<file path="config.mk">
export PLATFORM = sky130hd
export DESIGN_NAME = player_ctrl
export DESIGN_NICKNAME = d
export VERILOG_FILES = /design/src/rtl/player_ctrl.sv
export SDC_FILE = /design/constraint.sdc
export NUM_CORES = 1
export LEC_CHECK = 0
export CORE_MARGIN = 2
export CORE_UTILIZATION = 50
export CTS_CLUSTER_DIAMETER = 80
export CTS_CLUSTER_SIZE = 30
export DETAILED_ROUTE_END_ITERATION = 12
export GPL_TIMING_DRIVEN = 0
export PLACE_DENSITY_LB_ADDON = 0.2
export SLEW_MARGIN = 20
export SYNTH_ARGS = -nofsm -noshare
export SYNTH_HDL_FRONTEND = slang
export SYNTH_SLANG_ARGS = --single-unit
</file>
<file path="constraint.sdc">
create_clock -name clk -period 1.9 [get_ports clk]
set_input_delay 0.38 -clock clk [delete_from_list [all_inputs] [get_ports clk]]
set_output_delay 0.38 -clock clk [all_outputs]
set_load 0.05 [all_outputs]
</file>
<file path="src/rtl/player_ctrl.sv">
// player_ctrl: player-side controller for the adventure game.
// Debounces the four direction buttons, merges near-simultaneous presses into a
// single one-cycle N/S/E/W move strobe, tracks the vorpal sword bit and locks
// out moves once the room FSM reports a win or a death.
// Optional move budget: define PLAYER_CTRL_MOVE_LIMIT_EN to end the game after
// MOVE_LIMIT moves (reported on timeout). Without it timeout is tied low.
module player_ctrl #(
   parameter int STABLE_CYCLES = 4,
   parameter int GATHER_CYCLES = 3,
   parameter int CNT_W         = 8,
   parameter int MOVE_LIMIT    = 20
) (
   input  logic             clk,
   input  logic             reset,
   input  logic             btn_n,
   input  logic             btn_s,
   input  logic             btn_e,
   input  logic             btn_w,
   input  logic             sw,
   input  logic             win,
   input  logic             death,
   output logic             N,
   output logic             S,
   output logic             E,
   output logic             W,
   output logic             v,
   output logic [CNT_W-1:0] moves,
   output logic             game_over,
   output logic             timeout
);

   localparam int DB_W = $clog2(STABLE_CYCLES + 1);
   localparam int GC_W = $clog2(GATHER_CYCLES + 1);

   typedef enum logic [2:0] {
      IDLE,
      GATHER,
      FIRE,
      WAIT_REL,
      OVER
   } state_t;

   // Button vectors are always ordered {n, s, e, w}.
   logic [3:0] btn_raw;

   logic [3:0]            sync1_q, sync1_d;
   logic [3:0]            sync2_q, sync2_d;
   logic [3:0]            deb_q, deb_d;
   logic [3:0][DB_W-1:0]  db_cnt_q, db_cnt_d;

   state_t                state_q, state_d;
   logic [GC_W-1:0]       gcnt_q, gcnt_d;
   logic [3:0]            acc_q, acc_d;
   logic [3:0]            strobe_q, strobe_d;
   logic [CNT_W-1:0]      moves_q, moves_d;
   logic                  v_q, v_d;
   logic [CNT_W-1:0]      moves_inc;

   assign btn_raw = {btn_n, btn_s, btn_e, btn_w};

   // Two-flop synchronizer stage inputs for the asynchronous buttons.
   always_comb begin
      sync1_d = btn_raw;
      sync2_d = sync1_q;
   end

   // Per-button debounce: the level flips only after STABLE_CYCLES straight disagreeing samples.
   always_comb begin
      deb_d    = deb_q;
      db_cnt_d = '0;
      for (int i = 0; i < 4; i++) begin
         if (sync2_q[i] != deb_q[i]) begin
            if (db_cnt_q[i] == DB_W'(STABLE_CYCLES - 1)) begin
               deb_d[i]    = sync2_q[i];
               db_cnt_d[i] = '0;
            end else begin
               db_cnt_d[i] = db_cnt_q[i] + DB_W'(1);
            end
         end
      end
   end

   // Synchronizer and debounce registers.
   always_ff @(posedge clk) begin
      if (!reset) begin
         sync1_q  <= '0;
         sync2_q  <= '0;
         deb_q    <= '0;
         db_cnt_q <= '0;
      end else begin
         sync1_q  <= sync1_d;
         sync2_q  <= sync2_d;
         deb_q    <= deb_d;
         db_cnt_q <= db_cnt_d;
      end
   end

   // Saturating increment of the move counter.
   assign moves_inc = (moves_q == {CNT_W{1'b1}}) ? moves_q : (moves_q + CNT_W'(1));

`ifdef PLAYER_CTRL_MOVE_LIMIT_EN
   logic timeout_q, timeout_d;

   // Move-FSM next state and registered outputs, including the move budget.
   always_comb begin
      state_d   = state_q;
      gcnt_d    = gcnt_q;
      acc_d     = acc_q;
      strobe_d  = '0;
      moves_d   = moves_q;
      timeout_d = timeout_q;
      v_d       = v_q | sw;
      case (state_q)
         IDLE: begin
            if (deb_q != 4'b0000) begin
               state_d = GATHER;
               acc_d   = deb_q;
               gcnt_d  = GC_W'(1);
            end
         end
         GATHER: begin
            acc_d = acc_q | deb_q;
            if (gcnt_q == GC_W'(GATHER_CYCLES)) begin
               state_d  = FIRE;
               strobe_d = acc_q | deb_q;
               moves_d  = moves_inc;
            end else begin
               gcnt_d = gcnt_q + GC_W'(1);
            end
         end
         FIRE: begin
            if (moves_q == CNT_W'(MOVE_LIMIT)) begin
               state_d   = OVER;
               timeout_d = 1'b1;
            end else begin
               state_d = WAIT_REL;
            end
         end
         WAIT_REL: begin
            if (deb_q == 4'b0000) begin
               state_d = IDLE;
            end
         end
         OVER: begin
            state_d = OVER;
         end
         default: begin
            state_d = IDLE;
         end
      endcase
      // A win or death ends the game ahead of anything else; it is not a timeout.
      if (win || death) begin
         state_d   = OVER;
         strobe_d  = '0;
         moves_d   = moves_q;
         timeout_d = timeout_q;
      end
   end

   // Timeout flag register, held until reset.
   always_ff @(posedge clk) begin
      if (!reset) begin
         timeout_q <= 1'b0;
      end else begin
         timeout_q <= timeout_d;
      end
   end

   assign timeout = timeout_q;
`else
   // Move-FSM next state and registered outputs (no move budget).
   always_comb begin
      state_d  = state_q;
      gcnt_d   = gcnt_q;
      acc_d    = acc_q;
      strobe_d = '0;
      moves_d  = moves_q;
      v_d      = v_q | sw;
      case (state_q)
         IDLE: begin
            if (deb_q != 4'b0000) begin
               state_d = GATHER;
               acc_d   = deb_q;
               gcnt_d  = GC_W'(1);
            end
         end
         GATHER: begin
            acc_d = acc_q | deb_q;
            if (gcnt_q == GC_W'(GATHER_CYCLES)) begin
               state_d  = FIRE;
               strobe_d = acc_q | deb_q;
               moves_d  = moves_inc;
            end else begin
               gcnt_d = gcnt_q + GC_W'(1);
            end
         end
         FIRE: begin
            state_d = WAIT_REL;
         end
         WAIT_REL: begin
            if (deb_q == 4'b0000) begin
               state_d = IDLE;
            end
         end
         OVER: begin
            state_d = OVER;
         end
         default: begin
            state_d = IDLE;
         end
      endcase
      // A win or death ends the game ahead of anything else.
      if (win || death) begin
         state_d  = OVER;
         strobe_d = '0;
         moves_d  = moves_q;
      end
   end

   assign timeout = 1'b0;
`endif

   // Move-FSM state and registered output flops.
   always_ff @(posedge clk) begin
      if (!reset) begin
         state_q  <= IDLE;
         gcnt_q   <= '0;
         acc_q    <= '0;
         strobe_q <= '0;
         moves_q  <= '0;
         v_q      <= 1'b0;
      end else begin
         state_q  <= state_d;
         gcnt_q   <= gcnt_d;
         acc_q    <= acc_d;
         strobe_q <= strobe_d;
         moves_q  <= moves_d;
         v_q      <= v_d;
      end
   end

   assign N         = strobe_q[3];
   assign S         = strobe_q[2];
   assign E         = strobe_q[1];
   assign W         = strobe_q[0];
   assign v         = v_q;
   assign moves     = moves_q;
   assign game_over = (state_q == OVER);

endmodule

</file>
Word level (Yosys, flattened, before mapping)
Cells that the tools add are included.
- bits in registers: 46
- output and inout bits: 15
- logic and storage cells: 85
- $add $sub $neg: 6
- eq/ne operators: 21
- muxes and demuxes: 10
- bitwise logic cells: 11
- reductions and logical operators: 20
- operator list (operator ; number):
    $eq A3 B2 Y1 const B ; 6
    $pmux W3 S5 ; 1
    $add A3 B1 Y3 const B ; 4
    $mux W3 ; 4
    $reduce_or A3 Y1 ; 4
    $reduce_and A2 Y1 ; 5
    $ne A3 B3 Y1 const B ; 3
    $not A1 Y1 ; 9
    $reduce_and A3 Y1 ; 3
    $add A8 B1 Y8 const B ; 1
    $eq A8 B8 Y1 const B ; 1
    $ne A2 B2 Y1 const B ; 4
    $pmux W4 S2 ; 1
    $logic_not A4 Y1 ; 1
    $mux W2 ; 2
    $mux W4 ; 1
    $ne A1 B1 Y1 ; 4
    $or A4 B4 Y4 ; 1
    $pmux W2 S2 ; 1
    $reduce_and A4 Y1 ; 1
    $reduce_bool A4 Y1 ; 1
    $reduce_or A4 Y1 ; 1
    $eq A3 B1 Y1 const B ; 1
    $eq A3 B3 Y1 const B ; 1
    7 further kinds ; 7

Longest topological paths before layout
- word-level depth: 4
- depth in mapped cells: 5
- gate-level depth less buffers: 5

Worst setup path before layout
No wires, ideal clock.
- path type: flip-flop to output port
- start point: register state_q[2]
- end point: output game_over
- arrival time: 1688 ps
- path slack: -168 ps
- stages on the path, launching flop included: 2
- cells stage by stage: dfxtp_1 nor3b_1
- longest elaborated chain between the ends: 1
- RTL lines (item ; RTL line ; text):
    from (decl) ; 51 ; state_t state_q, state_d;
    from (signal assigned) ; 233 ; state_q <= state_d;
    $eq A3 B3 Y1 ; 248 ; assign game_over = (state_q == OVER);
    to (decl) ; 28 ; output logic game_over,
No other way between the ends.

Worst setup path after layout
- start point: register state_q[1]
- end point: output game_over
Same word-level chain as after synthesis.

==> metrics.md <==
| Metric | Value |
|---|---|
| Total Routed Length | 3040 um |
| Flop-to-flop setup slack | 0.13 ns |
| Worst r2r src | gcnt_q[0] |
| Setup-failing EPs final | 0 |
| Clk_lat worst skew | approximately 0.36 ns |
| Crit path capture type | primary output |
| Clock skew | 0.00301 ns |
| Htree depth | 2 |
| FFs w/ async S/R, synth | 0 |
| Status | complete, no violations |
| Startpoint types | flip-flop |
| Fraction of layout instances using a drive strength above 1 | 0.0861 |
| Starting Density | 0.522 |
| RSZ-0062 raised after global routing | false |
| Met1 Usage GRT | 0.182 |
| GR Util met2 | 0.283 |
| Fill count | approximately 310 |
| Placeable Area | between 0.003 and 0.004 sq mm |
| Final Power | approximately 1.6 mW |
| Synth Net Count | between 150 and 200 |
| Gr busiest metal | met2 |
| Syn avg cell area | between 9 and 10 sq um |
| Sequential cell area | 922 sq um |
| Synth Flop Type | dfxtp_1 |
| Cts repair resizes | 13 |
| Die height | 63.2 um |
| Peak VDD IR | 0.423 mV |
| Rows | 21 |
| Fmax | 0.553 GHz |
| Max cap viols | 0 |
| CP Max Fanout | 7 |
| Nets | 227 |
| Hold slack | 0.436 ns |
| CP arrival | 1.43 ns |
| Pre-Repair DR Iteration Count | 4 |
| CTS Hold Bufs | 0 |
| # DRC | 0 |
| Die area | 0.00400 sq mm |
| Initial antenna violation count | 0 |
| Setup CP Type | flip-flop to primary output |
| CTS Buf Count | 5 |
| Worst Hold End | db_cnt_q[6] |
| Required time worst endpoint | 1.52 ns |
| Most common cell after layout, fill and taps aside | dfxtp_1 |
| R2R Path End | moves[5] |
| Hold wc startpoint | db_cnt_q[6] |
| EDFF count, synth | 0 |
| GP Congestion | about 0.7 |
| DP HPWL | 2260 um |
| Final worst path period share | 0.951 |
| Clk root buf | clkbuf_4 |
| Global-route usage over all layers | 0.167 |
| Tmin final | 1.81 ns |
| Num ports | 24 |
| Met3 Use GR | 0.0625 |
| Footprint of the multi-input gates | 778 sq um |
| Synthesized flop and latch total | 46 |
| Worst Hold Class | flip-flop to flip-flop |
| Routed WL per cell | 11.9 um |
| Pwr/cell area | 776 mW/mm^2 |
| TritonCTS clock tree | yes |
| Hold Path Depth | 1 |
| Post-synthesis cell count | between 150 and 200 |
| Slew @ Worst Pin | 0.563 ns |
| Chip width | 63.2 um |
| # Post-CTS Setup Buffers | 0 |
| Drt initial violations | 70 |
| Leak | 0.889 nW |
| Clk buf depth | 2 |
| # diodes | 0 |
| Via count | 1308 |
| Vias in the first global route | 1233 |
| Seq/Total Area, Yosys | 0.525 |
| Synthesis-to-finish area growth | 20.7% |
| Largest net degree at the start of global routing | 15 |
| Max_slew headroom | 0.619 |
| Reg clk slew, reported paths | 0.12 ns |
| Most frequent cells in the layout | 45 x dfxtp_1, 36 x nor2_1, 10 x inv_1, 10 x ha_1, 9 x dlygate4sd2_1 |
| Vias per cell | ~5.1 |
| Global-route wire length before repair | 5150 um |
| Clk sink count | 46 |
| Global route total overflow | 0 |
| Cell variety after synth | 33 |
| R2R cell count | 5 |
| Place WS | -0.192 ns |
| I/O Buffers | 22 |
| Synth warn | 0 |
| Endpoints failing hold | 0 |
| Pins Over Slew Limit | 0 |
| DRT antenna net count | 0 |
| Syn Std Cell Area | 0.00175 sq mm |
| Setup slack after layout | 0.0930 ns |
kinds of logic (layout without fill, tap and decap cells):
| kind of cell | count (synthesis) | in the layout | share of synthesized area |
|---|---|---|---|
| buffers and inverters | 15 | 45 | 0.0342 |
| adder cells (fa/ha/maj) | 10 | 10 | 0.0713 |
| XOR/XNOR | 6 | 6 | 0.0300 |
| AND/OR/NAND/NOR | 77 | 77 | 0.234 |
| multiplexers | 6 | 6 | 0.0342 |
| flip-flops | 46 | 46 | 0.525 |
| AO/OA/AOI/OAI | 18 | 18 | 0.0692 |
| other | 1 | 1 | 0.00214 |
stage by stage:
| step | setup TNS (ns) | util | std cells | area [sq um] |
|---|---|---|---|---|
| floorplan | 0 | - | 179 | 1760 |
| global placement | -1.80 | 0.606 | 247 | 2040 |
| detailed placement | -2.39 | 0.606 | 247 | 2040 |
| CTS | 0 | 0.626 | 255 | 2110 |
| global route | 0 | 0.629 | 255 | 2120 |
| finish | 0 | 0.629 | 255 | 2120 |
worst max-delay path, stage by stage, from the launching register on:
cell and delay [ns]:
dfxtp_1 0.43, nor3b_2 0.24, clkdlybuf4s15_2 0.39
per-layer routing:
| metal | wire (um) | vias to the layer above | share of wire |
|---|---|---|---|
| met4 | 61 | 0 | 0.020 |
| met2 | 1510 | 25 | 0.50 |
| met1 | 1320 | 614 | 0.43 |
| met3 | 147 | 7 | 0.048 |
| met5 | 0 | - | 0 |
| li1 | - | 662 | - |
cells in the mapped netlist, types with 2 or more instances:
master | number | area [sq um]
a21oi_1 | 8 | 40.0
a22oi_1 | 4 | 30.0
and2_1 | 8 | 50.1
clkbuf_1 | 3 | 11.3
dfxtp_1 | 46 | 921
ha_1 | 10 | 125
inv_1 | 10 | 37.5
mux2i_1 | 6 | 60.1
nand2_1 | 5 | 18.8
nand3_1 | 3 | 15.0
nand4_1 | 3 | 18.8
nor2_1 | 36 | 135
nor3_1 | 3 | 15.0
o21ai_0 | 3 | 15.0
o31ai_1 | 2 | 15.0
or3_1 | 5 | 31.3
or3_2 | 2 | 15.0
or4_1 | 3 | 22.5
xnor2_1 | 4 | 35.0
xor2_1 | 2 | 17.5
worst max path at each step:
stage	end	slack [ns]	startpoint
6_report	game_over	0.09	state_q[1]
5_1_grt	game_over	0.01	state_q[1]
4_1_cts	E	0.008	strobe_q[1]
3_5_place_dp	moves[5]	-0.19	win
3_3_place_gp	moves[0]	-0.14	reset
2_1_floorplan	moves[5]	0.16	moves[0]
flip-flops by register name (all words and copies together) (netlist names):
name and flops:
acc_q 4, db_cnt_q 12, deb_q 4, gcnt_q 2
moves 8, state_q 3, strobe_q 4, sync1_q 4
sync2_q 4, v 1
final cells by class:
cell class | instances | area share
Sequential cell | 46 | 0.436
Multi-Input combinational cell | 118 | 0.368
Timing Repair Buffer | 22 | 0.104
Tap cell | 46 | 0.0272
Clock buffer | 6 | 0.0195
Clock inverter | 2 | 0.0177
Inverter | 10 | 0.0177
Buffer | 5 | 0.0106
power breakdown:
part,switching [mW],internal (mW)
clock,0.301,0.278
combinational,0.0420,0.0354
sequential,0.00878,0.978
No activity file was read; power rests on OpenSTA's default activity.
